[src/rtl/cpu_pkg.sv]
// Shared CPU definitions: ALU opcodes and the MUL/DIV sequencer state type.
package cpu_pkg;

    localparam logic [3:0] ALU_ADD = 4'b0000;
    localparam logic [3:0] ALU_SUB = 4'b0001;
    localparam logic [3:0] ALU_AND = 4'b0010;
    localparam logic [3:0] ALU_OR  = 4'b0011;
    localparam logic [3:0] ALU_XOR = 4'b0100;
    localparam logic [3:0] ALU_MUL = 4'b0101;
    localparam logic [3:0] ALU_DIV = 4'b0110;
    localparam logic [3:0] ALU_SLT = 4'b0111;

    typedef enum logic [1:0] {
        IDLE = 2'd0,
        MUL  = 2'd1,
        DIV  = 2'd2,
        DONE = 2'd3
    } muldiv_state_t;

endpackage

[src/rtl/muldiv_sequencer.sv]
// Multi-cycle unsigned MUL/DIV unit: one bit per cycle, results held in HI/LO.
module muldiv_sequencer
    import cpu_pkg::*;
#(
    parameter int N = 32,
    parameter int M = 4
) (
    input  logic         clk,
    input  logic         rst_n,
    input  logic         start,
    input  logic [M-1:0] alu_decode,
    input  logic [N-1:0] rda,
    input  logic [N-1:0] rdx,
    output logic         busy,
    output logic         done,
    output logic [N-1:0] hi,
    output logic [N-1:0] lo,
    output logic         div_zero
);

    localparam int CW = $clog2(N);

    muldiv_state_t    state_q, state_d;
    logic [CW-1:0]    cnt_q, cnt_d;
    logic [2*N-1:0]   work_q, work_d;
    logic [N-1:0]     opnd_q, opnd_d;
    logic [N-1:0]     hi_q, hi_d;
    logic [N-1:0]     lo_q, lo_d;
    logic             dz_q, dz_d;
    logic             busy_q, busy_d;
    logic             done_q, done_d;

    logic             is_mul;
    logic             is_div;
    logic             accept;
    logic [N:0]       mul_sum;
    logic [2*N-1:0]   mul_next;
    logic [N:0]       rem_sh;
    logic             rem_ge;
    logic [N:0]       rem_new;
    logic [2*N-1:0]   div_next;

    assign is_mul = (alu_decode == M'(ALU_MUL));
    assign is_div = (alu_decode == M'(ALU_DIV));
    assign accept = start && (is_mul || is_div)
                    && (state_q == IDLE || state_q == DONE);

    // MUL: work = {partial, multiplier}; add on LSB then shift right with carry.
    assign mul_sum  = {1'b0, work_q[2*N-1:N]}
                      + (work_q[0] ? {1'b0, opnd_q} : {(N+1){1'b0}});
    assign mul_next = {mul_sum, work_q[N-1:1]};

    // DIV: work = {rem, dividend}; N+1-bit compare keeps the shifted-out bit.
    assign rem_sh   = {work_q[2*N-1:N], work_q[N-1]};
    assign rem_ge   = (rem_sh >= {1'b0, opnd_q});
    assign rem_new  = rem_ge ? (rem_sh - {1'b0, opnd_q}) : rem_sh;
    assign div_next = {rem_new[N-1:0], work_q[N-2:0], rem_ge};

    always_comb begin
        state_d = state_q;
        cnt_d   = cnt_q;
        work_d  = work_q;
        opnd_d  = opnd_q;
        hi_d    = hi_q;
        lo_d    = lo_q;
        dz_d    = dz_q;
        unique case (state_q)
            IDLE, DONE: begin
                state_d = IDLE;
                if (accept) begin
                    state_d = is_mul ? MUL : DIV;
                    cnt_d   = CW'(N-1);
                    work_d  = {{N{1'b0}}, (is_mul ? rdx : rda)};
                    opnd_d  = is_mul ? rda : rdx;
                end
            end
            MUL: begin
                work_d = mul_next;
                cnt_d  = cnt_q - 1'b1;
                if (cnt_q == '0) begin
                    cnt_d   = '0;
                    hi_d    = mul_next[2*N-1:N];
                    lo_d    = mul_next[N-1:0];
                    dz_d    = 1'b0;
                    state_d = DONE;
                end
            end
            DIV: begin
                work_d = div_next;
                cnt_d  = cnt_q - 1'b1;
                if (cnt_q == '0) begin
                    cnt_d   = '0;
                    hi_d    = div_next[2*N-1:N];
                    lo_d    = div_next[N-1:0];
                    dz_d    = (opnd_q == '0);
                    state_d = DONE;
                end
            end
        endcase
        busy_d = (state_d == MUL) || (state_d == DIV);
        done_d = (state_d == DONE);
    end

    always_ff @(posedge clk or negedge rst_n) begin
        if (!rst_n) begin
            state_q <= IDLE;
            cnt_q   <= '0;
            work_q  <= '0;
            opnd_q  <= '0;
            hi_q    <= '0;
            lo_q    <= '0;
            dz_q    <= 1'b0;
            busy_q  <= 1'b0;
            done_q  <= 1'b0;
        end else begin
            state_q <= state_d;
            cnt_q   <= cnt_d;
            work_q  <= work_d;
            opnd_q  <= opnd_d;
            hi_q    <= hi_d;
            lo_q    <= lo_d;
            dz_q    <= dz_d;
            busy_q  <= busy_d;
            done_q  <= done_d;
        end
    end

    assign busy     = busy_q;
    assign done     = done_q;
    assign hi       = hi_q;
    assign lo       = lo_q;
    assign div_zero = dz_q;

endmodule

[config.mk]
export PLATFORM = sky130hd
export DESIGN_NAME = muldiv_sequencer
export DESIGN_NICKNAME = d
export VERILOG_FILES = /design/src/rtl/cpu_pkg.sv /design/src/rtl/muldiv_sequencer.sv
export SDC_FILE = /design/constraint.sdc
export NUM_CORES = 1
export LEC_CHECK = 0
export ABC_CLOCK_PERIOD_IN_PS = 8700
export CAP_MARGIN = 20
export CORE_ASPECT_RATIO = 1.1
export CORE_MARGIN = 8
export CORE_UTILIZATION = 62
export CTS_CLUSTER_SIZE = 10
export DETAILED_ROUTE_END_ITERATION = 16
export GPL_TIMING_DRIVEN = 0
export PLACE_DENSITY = 0.87
export REMOVE_ABC_BUFFERS = 1
export SLEW_MARGIN = 5
export SYNTH_ARGS = -nofsm -noshare
export SYNTH_HDL_FRONTEND = slang
export SYNTH_SLANG_ARGS = --single-unit
export TNS_END_PERCENT = 1
[constraint.sdc]
create_clock -name clk -period 8.7 [get_ports clk]
set_input_delay 1.74 -clock clk [delete_from_list [all_inputs] [get_ports clk]]
set_output_delay 1.74 -clock clk [all_outputs]
set_load 0.05 [all_outputs]
==> summary.md <==
| Metric | Value |
|---|---|
| Post-synth top area share | `34.80%` |
| Sequential cell fraction of total power | `24.6%` |
| FF-to-FF Start | `work_q[0]$_DFFE_PN0P_` |
| WP buf/inv | `1` |
| Clock-pin slew on the worst setup and hold paths | `80 ps` |
| Via count | `11,676` |
| Netlist cell types | `74` |
| Synth area leader | `dfrtp_1` |
| Flops & latches, synth | `170` |
| Final core occ | `74.01%` |
| First-pass GRT wire length | `59.22 mm` |
| RSZ-0062 raised after global routing | `no` |
| Hold Crit Class | `reg2reg` |
| Data arrival, critical path | `4720 ps` |
| CTS sink count | `170` |
| Mean post-synth cell area | `8.634 µm²` |
| Initial Utilization | `62.39%` |
| GRT Overall Usage | `30.15%` |
| Fin nets | `1,635` |
| Initial DRC Count | `1,039` |
| Most frequent cell after synthesis | `dfrtp_1` |
| Min-delay src | `hi[21]$_DFFE_PN0P_` |
| Synth area leaders | `dfrtp_1 35%, mux2i_1 9.2%, ha_1 7.0%, a21oi_1 6.3%, nand2_1 4.8%` |
| Tightest Pin Transition | `1105 ps` |
| CTS Buffer Depth | `2` |
| Post-Route WL | `36.94 mm` |
| Status | `finished, final reports clean` |
| CP delay by family, top | `compound AO/OA/AOI/OAI gates` |
| Critical Path, Cell by Cell | `and2_1 -> ha_1 -> inv_1 -> fa_1 -> nor2b_1 -> o31a_1 -> o2111a_1 -> o211ai_1 -> a21oi_1 -> a21oi_1 -> xnor2_1 -> o21ai_0 -> a21o_1 -> a41oi_1` |
| Number of global-route vias before repair | `11,598` |
| Slew Limit Fails | `0` |
| Final Hold Vio Count | `0` |
| Seq/Total Area, Yosys | `34.80%` |
| Slowest cell delay on critical path | `1040 ps` |
| Die width | `149.9 µm` |
| Antenna violations before repair | `0` |
| Number of max-cap violations | `0` |
| Tcrit/Tclk final | `50.18%` |
| CORE AREA | `19,590 µm²` |
| Tmin final | `4366 ps` |
| Setup crit start kind | `flop` |
| Setup violators final | `0` |
| Worst IR drop on VDD | `574.7 µV` |
| Slowest stage cell on the critical path | `dfrtp_1` |
| Logic pwr share | `62.7%` |
| Crit-path max FO | `35` |
| Largest net degree at the start of global routing | `89` |
| Post-CTS resize count | `0` |
| Fmax | `0.2291 GHz` |
| Final ANT Viol Nets | `0` |
| Post-CTS Setup Bufs | `0` |
| Overall power | `6.183 mW` |
| Post-synth top flop | `dfrtp_1` |
| Total negative slack | `0 ps` |
| Worst slew margin | `26.04%` |
| RePlAce Congestion | `0.9932` |
| Post-Synthesis Cells | `1,416` |
| Layout cells sized above 1 | `4.844%` |
| Kind of critical path | `reg2reg` |
| Sw power | `3.152 mW` |
| Syn. warnings | `0` |
| Mapped cell area | `12,230 µm²` |
| Post-DP HPWL | `25.80 mm` |
| # diodes | `0` |
| Pint | `3.031 mW` |
| CTS tree | `done` |
| DR WL/cell | `21.00 µm` |
| Vias per Instance | `6.638` |
| Crit. Startpoint | `work_q[0]$_DFFE_PN0P_` |
| Post-synth top cells | `170 x dfrtp_1, 155 x a21oi_1, 155 x nand2_1` |
| Die Y | `163.3 µm` |
| Cts bufs inserted | `17` |
| CP required | `9050 ps` |
| Cell Pwr Density | `426.4 nW/µm²` |
| Die area | `24,470 µm²` |
| Share of total power in the clock network | `12.7%` |
| CP Capture Type | `flop` |
| EDFF count, synth | `0` |
| CTS root buf | `clkbuf_16` |
| H-tree Lvls | `4` |
| Leak | `6.294 nW` |
| Worst skew pair latency | `440 ps` |
| Port Buffers | `137` |
| Total gr overflow | `0` |
| Io pins | `138` |
| Synth async-reset ratio | `100.0%` |
| Area grow syn2layout | `18.62%` |
| R2R setup slack | `4330 ps` |
| Hold-fix buffers, CTS | `0` |
| Switching fraction of total power | `50.97%` |
| Most frequent CP cell | `a21oi_1` |
| Initial DRT Pass Iterations | `6` |
| Std-Cell Rows | `54` |
| DR DRC count | `0` |
| Skew final | `14.75 ps` |
## sequential cells by signal (all words and copies together), names as in the netlist
signal / count
state_q: 2
cnt_q: 5
hi: 32
work_q: 64
div_zero: 1
opnd_q: 32
lo: 32
done: 1
busy: 1
## power groups by stage
stage | clock network, mW | logic [mW] | registers (mW)
2_1_floorplan | 0 | 2.45 | 1.75
3_3_place_gp | 0 | 3.67 | 1.49
3_5_place_dp | 0 | 3.76 | 1.51
4_1_cts | 0.783 | 3.81 | 1.50
5_1_grt | 0.816 | 4.18 | 1.56
6_report | 0.784 | 3.88 | 1.52
## placed cells by master (no fill, tap or decap), drive strengths merged, types with 5 or more instances in the layout
cell | synthesis | routed
nand4 | 11 | 11
a21o | 40 | 40
nand3 | 16 | 16
nor3 | 11 | 11
a221oi | 33 | 33
mux2i | 112 | 112
a31oi | 11 | 11
nor2 | 99 | 99
o211ai | 6 | 6
clkbuf | 79 | 18
and3 | 5 | 5
a211oi | 8 | 8
clkinv | 0 | 6
o21a | 7 | 7
o221ai | 21 | 21
xor2 | 19 | 19
nand2b | 9 | 9
a21oi | 158 | 158
nor4 | 9 | 9
xnor2 | 39 | 39
buf | 11 | 13
dfrtp | 170 | 170
nor2b | 8 | 8
and2 | 32 | 32
a2111oi | 6 | 6
nand2 | 155 | 155
ha | 68 | 68
a21boi | 6 | 6
mux2 | 11 | 11
inv | 59 | 67
o31a | 6 | 6
o21bai | 7 | 7
o21ai | 123 | 123
clkdlybuf4s50 | 0 | 136
a22oi | 10 | 10
o31ai | 7 | 7
## cell type report
cell class	count	area (µm²)
sequential	170	4254
inverter	59	221.5
tap	252	315.3
clock inverter	14	167.7
clock buffer	18	439.2
fill	1439	5092
timing repair buffer	149	1662
multi-input combinational	1097	7442
## worst paths after layout
kind / end / depth (start not counted)
worst min-delay path: hi[21]$_DFFE_PN0P_ / 1
max in group asynchronous: work_q[56]$_DFFE_PN0P_ / 2
min in group asynchronous: lo[6]$_DFFE_PN0P_ / 1
worst max register to register: hi[27]$_DFFE_PN0P_ / 14
worst max-delay path: hi[27]$_DFFE_PN0P_ / 14
worst min register to register: hi[21]$_DFFE_PN0P_ / 1
## layer usage
| metal | global-route usage [%] | vias up | share of wire (%) | wire length (µm) |
|---|---|---|---|---|
| met5 | 0 | - | 0 | 0 |
| met4 | 15.46 | 0 | 4.3 | 1570 |
| met3 | 5.154 | 110 | 7.9 | 2914 |
| met2 | 48.77 | 563 | 48 | 17550 |
| met1 | 38.21 | 5698 | 40 | 14900 |
| li1 | - | 5305 | - | - |
## through the flow
stage	hold slack, ps	cells	cell area (µm²)	setup WS [ps]
CTS	485.9	1758	14470	4476
detailed placement	465.7	1726	13870	4511
finish	481.6	1759	14500	4334
floorplan	463.2	1326	11860	1131
global placement	460.5	1715	13540	-3762
global route	507.3	1759	14500	4062
## worst reg2reg max path, cell delays in order, from the launching register on
cell      delay, ps
dfrtp_1        1040
and2_1          250
ha_1            220
inv_1            70
fa_1            410
nor2b_1         210
o31a_1          310
o2111a_1        300
o211ai_1        180
a21oi_1         370
a21oi_1         140
xnor2_1         280
o21ai_0         130
a21o_1          210
a41oi_1         160
## kinds of logic (layout without fill, tap and decap cells)
logic type / count (synthesis) / count (layout) / synth area share, %
flip-flops: 170 / 170 / 34.80
AND/OR/NAND/NOR: 363 / 363 / 13.20
multiplexers: 123 / 123 / 10.28
buffers and inverters: 149 / 240 / 4.841
AO/OA/AOI/OAI: 483 / 483 / 25.44
XOR/XNOR: 58 / 58 / 4.155
adder cells (fa/ha/maj): 70 / 70 / 7.287
No activity file was read; power rests on OpenSTA's default activity.
